--- src/rtl/max_finder_seq.sv ---
// Sequential arg-max: captures a vector of signed neuron outputs and scans one element per cycle,
// then pulses the index and value of the largest element.
`timescale 1ns/1ps
module max_finder_seq #(
   parameter int NUM_INPUT  = 10,
   parameter int DATA_WIDTH = 16,
   parameter int IDX_WIDTH  = 32
) (
   input  logic                            clk,
   input  logic                            rst,
   input  logic [NUM_INPUT*DATA_WIDTH-1:0] i_data,
   input  logic                            i_valid,
   input  logic                            i_clr_overrun,
   output logic [IDX_WIDTH-1:0]            o_data,
   output logic [DATA_WIDTH-1:0]           o_max,
   output logic                            o_data_valid,
   output logic                            o_busy,
   output logic                            o_overrun
);

   localparam int CNT_W = (NUM_INPUT > 1) ? $clog2(NUM_INPUT) : 1;
   localparam logic [CNT_W-1:0] LAST_IDX = CNT_W'(NUM_INPUT - 1);

   typedef enum logic [1:0] {
      S_IDLE,
      S_SCAN,
      S_DONE
   } state_t;

   state_t                          state_q, state_d;
   logic [NUM_INPUT*DATA_WIDTH-1:0] buf_q;
   logic [DATA_WIDTH-1:0]           max_q, max_d;
   logic [DATA_WIDTH-1:0]           res_max_q, res_max_d;
   logic [CNT_W-1:0]                idx_q, idx_d;
   logic [CNT_W-1:0]                res_idx_q, res_idx_d;
   logic [CNT_W-1:0]                cnt_q, cnt_d;
   logic                            overrun_q, overrun_d;
   logic [DATA_WIDTH-1:0]           cur_elem;
   logic                            accept;

   assign accept   = (state_q == S_IDLE) && i_valid;
   assign cur_elem = buf_q[int'(cnt_q)*DATA_WIDTH +: DATA_WIDTH];

   // NOTE: every variable gets its hold value first so no path leaves it unassigned (no latch).
   always_comb begin
      state_d   = state_q;
      cnt_d     = cnt_q;
      max_d     = max_q;
      idx_d     = idx_q;
      res_max_d = res_max_q;
      res_idx_d = res_idx_q;
      overrun_d = overrun_q;

      unique case (state_q)
         S_IDLE: begin
            if (i_valid) begin
               max_d = i_data[DATA_WIDTH-1:0];
               idx_d = '0;
               if (NUM_INPUT == 1) begin
                  state_d   = S_DONE;
                  cnt_d     = '0;
                  res_max_d = i_data[DATA_WIDTH-1:0];
                  res_idx_d = '0;
               end else begin
                  state_d = S_SCAN;
                  cnt_d   = CNT_W'(1);
               end
            end
         end
         S_SCAN: begin
            // Strict greater-than keeps the lowest index on ties.
            if ($signed(cur_elem) > $signed(max_q)) begin
               max_d = cur_elem;
               idx_d = cnt_q;
            end
            if (cnt_q == LAST_IDX) begin
               state_d   = S_DONE;
               cnt_d     = '0;
               res_max_d = max_d;
               res_idx_d = idx_d;
            end else begin
               cnt_d = cnt_q + 1'b1;
            end
         end
         S_DONE: begin
            state_d = S_IDLE;
         end
         default: begin
            state_d = S_IDLE;
         end
      endcase

      // A new overrun event takes priority over a simultaneous clear.
      if (i_clr_overrun) overrun_d = 1'b0;
      if (i_valid && (state_q != S_IDLE)) overrun_d = 1'b1;
   end

   // NOTE: state registers use non-blocking assignments so all flops update together on the edge.
   always_ff @(posedge clk) begin
      if (rst) begin
         state_q   <= S_IDLE;
         cnt_q     <= '0;
         max_q     <= '0;
         idx_q     <= '0;
         res_max_q <= '0;
         res_idx_q <= '0;
         overrun_q <= 1'b0;
      end else begin
         state_q   <= state_d;
         cnt_q     <= cnt_d;
         max_q     <= max_d;
         idx_q     <= idx_d;
         res_max_q <= res_max_d;
         res_idx_q <= res_idx_d;
         overrun_q <= overrun_d;
      end
   end

   // NOTE: the data buffer is deliberately not reset; it is always written before it is read.
   always_ff @(posedge clk) begin
      if (accept) buf_q <= i_data;
   end

   assign o_data       = IDX_WIDTH'(res_idx_q);
   assign o_max        = res_max_q;
   assign o_data_valid = (state_q == S_DONE);
   assign o_busy       = (state_q != S_IDLE);
   assign o_overrun    = overrun_q;

endmodule

--- config.mk ---
export PLATFORM = sky130hd
export DESIGN_NAME = max_finder_seq
export DESIGN_NICKNAME = d
export VERILOG_FILES = /design/src/rtl/max_finder_seq.sv
export SDC_FILE = /design/constraint.sdc
export NUM_CORES = 1
export LEC_CHECK = 0
export CORE_AREA = 2 2 158 160
export DETAILED_ROUTE_END_ITERATION = 6
export DIE_AREA = 0 0 160 162
export GPL_ROUTABILITY_DRIVEN = 0
export PLACE_DENSITY = 0.75
export REMOVE_ABC_BUFFERS = 1
export SYNTH_ARGS = -nofsm -noshare
export SYNTH_HDL_FRONTEND = slang
export SYNTH_SLANG_ARGS = --single-unit
export TNS_END_PERCENT = 20
--- constraint.sdc ---
create_clock -name clk -period 7.51 [get_ports clk]
set_input_delay 1.502 -clock clk [delete_from_list [all_inputs] [get_ports clk]]
set_output_delay 1.502 -clock clk [all_outputs]
set_load 0.03 [all_outputs]
==> flow_summary.json, run 1 <==
{
  "status": "finished, final reports clean",
  "synth.cell_area_um2": 9530,
  "grt-ovfl-total": 0,
  "postCtsSetupRepairBufs": 0,
  "hold_buffers": 0,
  "hpwlAfterDp_mm": 14.8,
  "ctsRootBufferMaster": "clkbuf_16",
  "seq_area_frac_synth_pct": 60.3,
  "comb_power_share_pct": 16.5,
  "insertion_delay_ps": 520,
  "rsz0062_at_grt": "false",
  "slowest_stage": "a21o_2",
  "via_count": 6337,
  "drv_cap": 0,
  "arrival_ps": 5370,
  "area_growth_pct": 29.1,
  "ys_ff_latch": 207,
  "worstPathRequired_ps": 7860,
  "die_y_um": 162,
  "slew_headroom_pct": 28.3,
  "viasPerCell": 5.17,
  "grt_max_degree": 135,
  "critPathTopFamily": "compound AO/OA/AOI/OAI gates",
  "hold_viol": 0,
  "fp.coreArea_um2": 24100,
  "power_switching_uw": 764,
  "tns_ps": 0,
  "hold_depth": 2,
  "reg2reg_depth": 11,
  "fp.dieArea_um2": 25900,
  "synth_top_area_share_pct": 50.4,
  "placed_cell_area_um2": 11600,
  "drt-initial-drc-count": 409,
  "synth_area_leaders": "edfxtp_1 (50%), dfxtp_1 (9.9%), mux4_2 (7.6%), o211ai_1 (2.8%), nand2_1 (2.8%)",
  "peakVddDrop_v": 0.000131,
  "routed_wl_mm": 22.5,
  "final_area_um2": 12300,
  "drtAntennaViolNets": 0,
  "postSynth.asyncResetShare_pct": 0,
  "cts_buffers": 24,
  "track_usage_pct": 17.0,
  "cp_slowest_stage_delay_ps": 920,
  "cts_resized": 0,
  "cts_tree": "yes",
  "p_per_area_nw_per_um2": 237,
  "intPower_mw": 2.15,
  "finish.utilization_pct": 51.0,
  "min-delay-path-class": "flop to flop",
  "period_minus_slack_ps": 5030,
  "cp-end-kind": "flop",
  "fp.dieW_um": 160,
  "cellLeakagePower_nw": 4.21,
  "max_slew.worst_pin.slew_ps": 1080,
  "fin_crit_sh_pct": 66.9,
  "ioPinCount": 215,
  "layout_common_cells": "clkdlybuf4s50_1 (185), edfxtp_1 (160), nand2_1 (70), nor2_1 (48), dfxtp_1 (44)",
  "p_clk_share_pct": 37.1,
  "ys.flop_type": "edfxtp_1",
  "crit_chain": "buf_4 -> mux2_2 -> a221oi_1 -> a21oi_1 -> ha_1 -> nand4_1 -> nor3_1 -> a21boi_1 -> or4_1 -> a21o_2 -> o221ai_2",
  "cts_max_level": 1,
  "layout-drive-gt1-share_pct": 14.9,
  "detail_route.wl_per_cell_um": 18.3,
  "clk_pin_slew_ps": 60,
  "postSynthCellCount": 711,
  "drv_slew": 0,
  "start_kind": "flop",
  "synth.avg_cell_area_um2": 13.4,
  "worstSetupPathType": "flop to flop",
  "rows": 57,
  "cts.path.max_buffers": 3,
  "dr.pass1.iters": 5,
  "seqPwrFrac_pct": 46.4,
  "grt_pass1_vias": 6506,
  "drc": 0,
  "fmax_mhz": 199,
  "synth_area_leader_cell": "edfxtp_1",
  "setup_viol": 0,
  "worstPathMaxFanout": 40,
  "antenna_found_initial": 0,
  "skew_ps": 14.0,
  "final_common_cell": "clkdlybuf4s50_1",
  "io_buffers": 186,
  "worst-path-stages": 11,
  "synth-edff-count": 160,
  "worst-path-buf-inv": 1,
  "layout.nets": 1065,
  "grt_pass1_wl_mm": 34.9,
  "yosysUniqueCellTypes": 51,
  "cts_sinks": 207,
  "swShare_pct": 26.2,
  "start_util_pct": 39.5,
  "diodes": 0,
  "yosys_warnings": 0
}
## state kept, by name, indices dropped and copies added (netlist names)
name,count
o_max,16
cnt_q,4
o_overrun,1
buf_q,160
max_q,16
idx_q,4
state_q,2
res_idx_q,4
## final cells by class
| cell class | count | area [µm²] |
|---|---|---|
| Inverter | 22 | 90.1 |
| Tap cell | 324 | 405 |
| Clock buffer | 33 | 676 |
| Sequential cell | 207 | 5750 |
| Timing Repair Buffer | 199 | 1950 |
| Multi-Input combinational cell | 429 | 3360 |
| Clock inverter | 11 | 60.1 |
| Fill cell | 2094 | 11800 |
## final timing paths
path                               end                 startpoint  slack (ps)
max reg2reg      max_q[5]$_SDFFE_PP0P_      cnt_q[0]$_SDFFE_PP0P_        2480
max              max_q[5]$_SDFFE_PP0P_      cnt_q[0]$_SDFFE_PP0P_        2480
min          res_idx_q[2]$_SDFFE_PP0P_  res_idx_q[2]$_SDFFE_PP0P_         460
min reg2reg  res_idx_q[2]$_SDFFE_PP0P_  res_idx_q[2]$_SDFFE_PP0P_         460
## cell usage after synthesis, types with 2 or more instances
| library cell | n |
|---|---|
| nor2b_1 | 3 |
| nand4_1 | 3 |
| o311a_1 | 2 |
| nor3_1 | 11 |
| o21ai_0 | 9 |
| ha_1 | 18 |
| inv_1 | 21 |
| a221oi_1 | 16 |
| o211ai_1 | 36 |
| buf_1 | 2 |
| edfxtp_1 | 160 |
| nand2b_1 | 23 |
| buf_4 | 31 |
| o21ai_1 | 2 |
| buf_2 | 5 |
| nand3b_1 | 21 |
| mux2_2 | 12 |
| mux2_1 | 4 |
| o221ai_2 | 9 |
| dfxtp_1 | 47 |
| mux2i_1 | 4 |
| buf_6 | 4 |
| nand2_1 | 70 |
| a21oi_1 | 34 |
| clkbuf_1 | 37 |
| nor2_1 | 49 |
| mux4_2 | 32 |
| a21o_1 | 3 |
| o211ai_2 | 21 |
## per-layer routing
metal  GRT usage (%)  share of wire (%)  up-vias
met1            22.4                 43     3084
li1                -                  -     2989
met4            4.01                1.9        0
met3            4.09                6.9       34
met2            28.6                 48      230
met5               0                  0        -
## worst min-delay path, cell delays in order (launching register included)
cell and delay, ps:
dfxtp_1 310, nand2_1 50, a21oi_1 50
## stage by stage
stage | hold slack, ps | setup slack (ps) | total power [mW] | std cells
CTS | 457 | 2420 | 2.94 | 1225
detailed placement | 449 | 2430 | 1.85 | 1181
global placement | 445 | 2550 | 1.85 | 1181
global route | 473 | 2030 | 3.03 | 1225
finish | 457 | 2480 | 2.91 | 1225
floorplan | 453 | 1400 | 1.66 | 658
## logic make-up after synthesis
group	count (synthesis)	synth area share, %
flip-flops	207	60.3
AND/OR/NAND/NOR	187	9.40
AO/OA/AOI/OAI	144	12.4
multiplexers	52	9.87
adder cells (fa/ha/maj)	18	2.36
other	1	0.0393
buffers and inverters	102	5.63
## power groups by stage
stage                     Sequential (mW)  Combinational, mW  Clock [mW]
after floorplan                      1.38              0.283           0
after global placement               1.37              0.474           0
after detailed placement             1.38              0.477           0
after CTS                            1.35              0.480        1.11
after global routing                 1.36              0.522        1.15
final                                1.35              0.480        1.08
No activity file was read; power rests on OpenSTA's default activity.
==> inputs of run 2 (changes only) <==
--- a/config.mk
+++ b/config.mk
@@ -9,7 +9,7 @@
 export DETAILED_ROUTE_END_ITERATION = 6
 export DIE_AREA = 0 0 160 162
 export GPL_ROUTABILITY_DRIVEN = 0
-export PLACE_DENSITY = 0.75
+export PLACE_DENSITY = 0.72
 export REMOVE_ABC_BUFFERS = 1
 export SYNTH_ARGS = -nofsm -noshare
 export SYNTH_HDL_FRONTEND = slang
==> constraint.sdc (replaced) <==
create_clock -name clk -period 4.89 [get_ports clk]
set_input_delay 0.978 -clock clk [delete_from_list [all_inputs] [get_ports clk]]
set_output_delay 0.978 -clock clk [all_outputs]
set_load 0.03 [all_outputs]
==> run 2 against run 1 <==
  * Clock power up 60%
  * Non-clock buffer count grew 8
  * Sequential power is 53% higher
  * Global-route usage is 0.19 points higher
  * Sequential share of layout area down 0.41 points
  * First-iteration DRC count is 36% higher
  * Worst setup slack got worse by 1800 ps
  * Largest cell class unchanged
  * Die area is the same
  * Routed wire length increased by 1.9%
  * Clock skew increased by 8.0 ps
==> flow_summary.json, run 2 (synthesis results as in run 1) <==
{
  "final_common_cell": "clkdlybuf4s50_1",
  "final_area_um2": 12400,
  "reg2reg_depth": 12,
  "layout-drive-gt1-share_pct": 15.6,
  "hold_buffers": 0,
  "cts_max_level": 1,
  "ioPinCount": 215,
  "tns_ps": 0,
  "fp.dieArea_um2": 25900,
  "r2r-end": "idx_q[1]$_SDFFE_PP0P_",
  "max_slew.worst_pin.slew_ps": 903,
  "layout.nets": 1073,
  "rsz0062_at_grt": "false",
  "placed_cell_area_um2": 11600,
  "grt_pass1_vias": 6472,
  "cts_sinks": 207,
  "r2r_start": "cnt_q[0]$_SDFFE_PP0P_",
  "cp-startpoint": "cnt_q[0]$_SDFFE_PP0P_",
  "grt_pass1_wl_mm": 35.2,
  "cts_tree": "yes",
  "slew_headroom_pct": 39.3,
  "die_y_um": 162,
  "peakVddDrop_v": 0.000271,
  "drv_cap": 0,
  "cts.path.max_buffers": 3,
  "antenna_found_initial": 0,
  "dr.pass1.iters": 4,
  "rows": 57,
  "fp.coreArea_um2": 24100,
  "layout_common_cells": "clkdlybuf4s50_1 (185), edfxtp_1 (160), nand2_1 (70), nor2_1 (48), dfxtp_1 (44)",
  "start_util_pct": 39.5,
  "cts_resized": 0,
  "via_count": 6356,
  "worstPathMaxFanout": 36,
  "period_minus_slack_ps": 4220,
  "postCtsSetupRepairBufs": 0,
  "fp.dieW_um": 160,
  "area_growth_pct": 30.2,
  "hold_viol": 0,
  "ctsRootBufferMaster": "clkbuf_16",
  "setup_viol": 0,
  "cp-end-kind": "flop",
  "track_usage_pct": 17.2,
  "drv_slew": 0,
  "diodes": 0,
  "drc": 0,
  "hold_slack_ps": 466,
  "fmax_mhz": 237,
  "crit_end": "idx_q[1]$_SDFFE_PP0P_",
  "clk_pin_slew_ps": 60,
  "insertion_delay_ps": 520,
  "grt-ovfl-total": 0,
  "grt_max_degree": 130,
  "cts_buffers": 24,
  "drt-initial-drc-count": 555,
  "cellLeakagePower_nw": 4.28,
  "worstPathRequired_ps": 5330,
  "regMostFlops": "buf_q",
  "hpwlAfterDp_mm": 15.3,
  "io_buffers": 186,
  "detail_route.wl_per_cell_um": 18.6,
  "arrival_ps": 4660,
  "largest_reg_flops": 160,
  "fin_crit_sh_pct": 86.4,
  "status": "finished, final reports clean",
  "skew_ps": 21.9,
  "r2r_slack_ps": 670,
  "viasPerCell": 5.16,
  "routed_wl_mm": 22.9,
  "min-delay-path-class": "flop to flop",
  "worstSetupPathType": "flop to flop",
  "start_kind": "flop",
  "finalPower_mw": 4.57,
  "p_per_area_nw_per_um2": 369,
  "drtAntennaViolNets": 0
}
-- run 2: per-stage QoR --
step / util, % / std cells / setup slack, ps
4_1_cts: 51.5 / 1232 / 604
5_1_grt: 51.5 / 1232 / 317
2_1_floorplan: - / 658 / -1220
3_3_place_gp: 48.3 / 1189 / 666
3_5_place_dp: 48.3 / 1189 / 603
6_report: 51.5 / 1232 / 666
-- run 2: area by class of cell --
class,instances,area [µm²]
repair buffers,207,2040
clock buffers,31,648
fillers,2103,11700
inverters,22,90.1
clock inverters,12,111
well taps,324,405
flip-flops and latches,207,5750
multi-input cells,429,3360
-- run 2: worst max-delay path, cell delays in order, from the launching register on --
cell	delay, ps
dfxtp_4	670
buf_12	280
mux4_2	520
a221oi_1	300
a21oi_1	130
ha_1	370
nand4_1	160
nor3_1	80
a21boi_1	170
or4_1	450
buf_4	280
a211oi_2	480
mux2i_1	260
-- run 2: how the worst min path moves through the flow --
stage	start	cells after the start	slack (ps)	endpoint
finish	res_idx_q[2]$_SDFFE_PP0P_	2	470	res_idx_q[2]$_SDFFE_PP0P_
global route	res_idx_q[2]$_SDFFE_PP0P_	2	490	res_idx_q[2]$_SDFFE_PP0P_
CTS	res_idx_q[2]$_SDFFE_PP0P_	2	460	res_idx_q[2]$_SDFFE_PP0P_
detailed placement	res_idx_q[2]$_SDFFE_PP0P_	2	450	res_idx_q[2]$_SDFFE_PP0P_
global placement	res_idx_q[2]$_SDFFE_PP0P_	2	440	res_idx_q[2]$_SDFFE_PP0P_
floorplan	idx_q[2]$_SDFFE_PP0P_	2	450	res_idx_q[2]$_SDFFE_PP0P_
-- run 2: report_power, final --
group / switching [mW] / internal [mW]
Sequential: 0.0478 / 2.02
Clock: 0.696 / 1.04
Combinational: 0.432 / 0.341
Total: 1.18 / 3.40
-- run 2: layer usage --
metal | wire, µm | track usage [%]
met3 | 1410 | 3.73
met5 | 0 | 0
met4 | 469 | 4.01
met1 | 10000 | 22.9
met2 | 11000 | 29.0
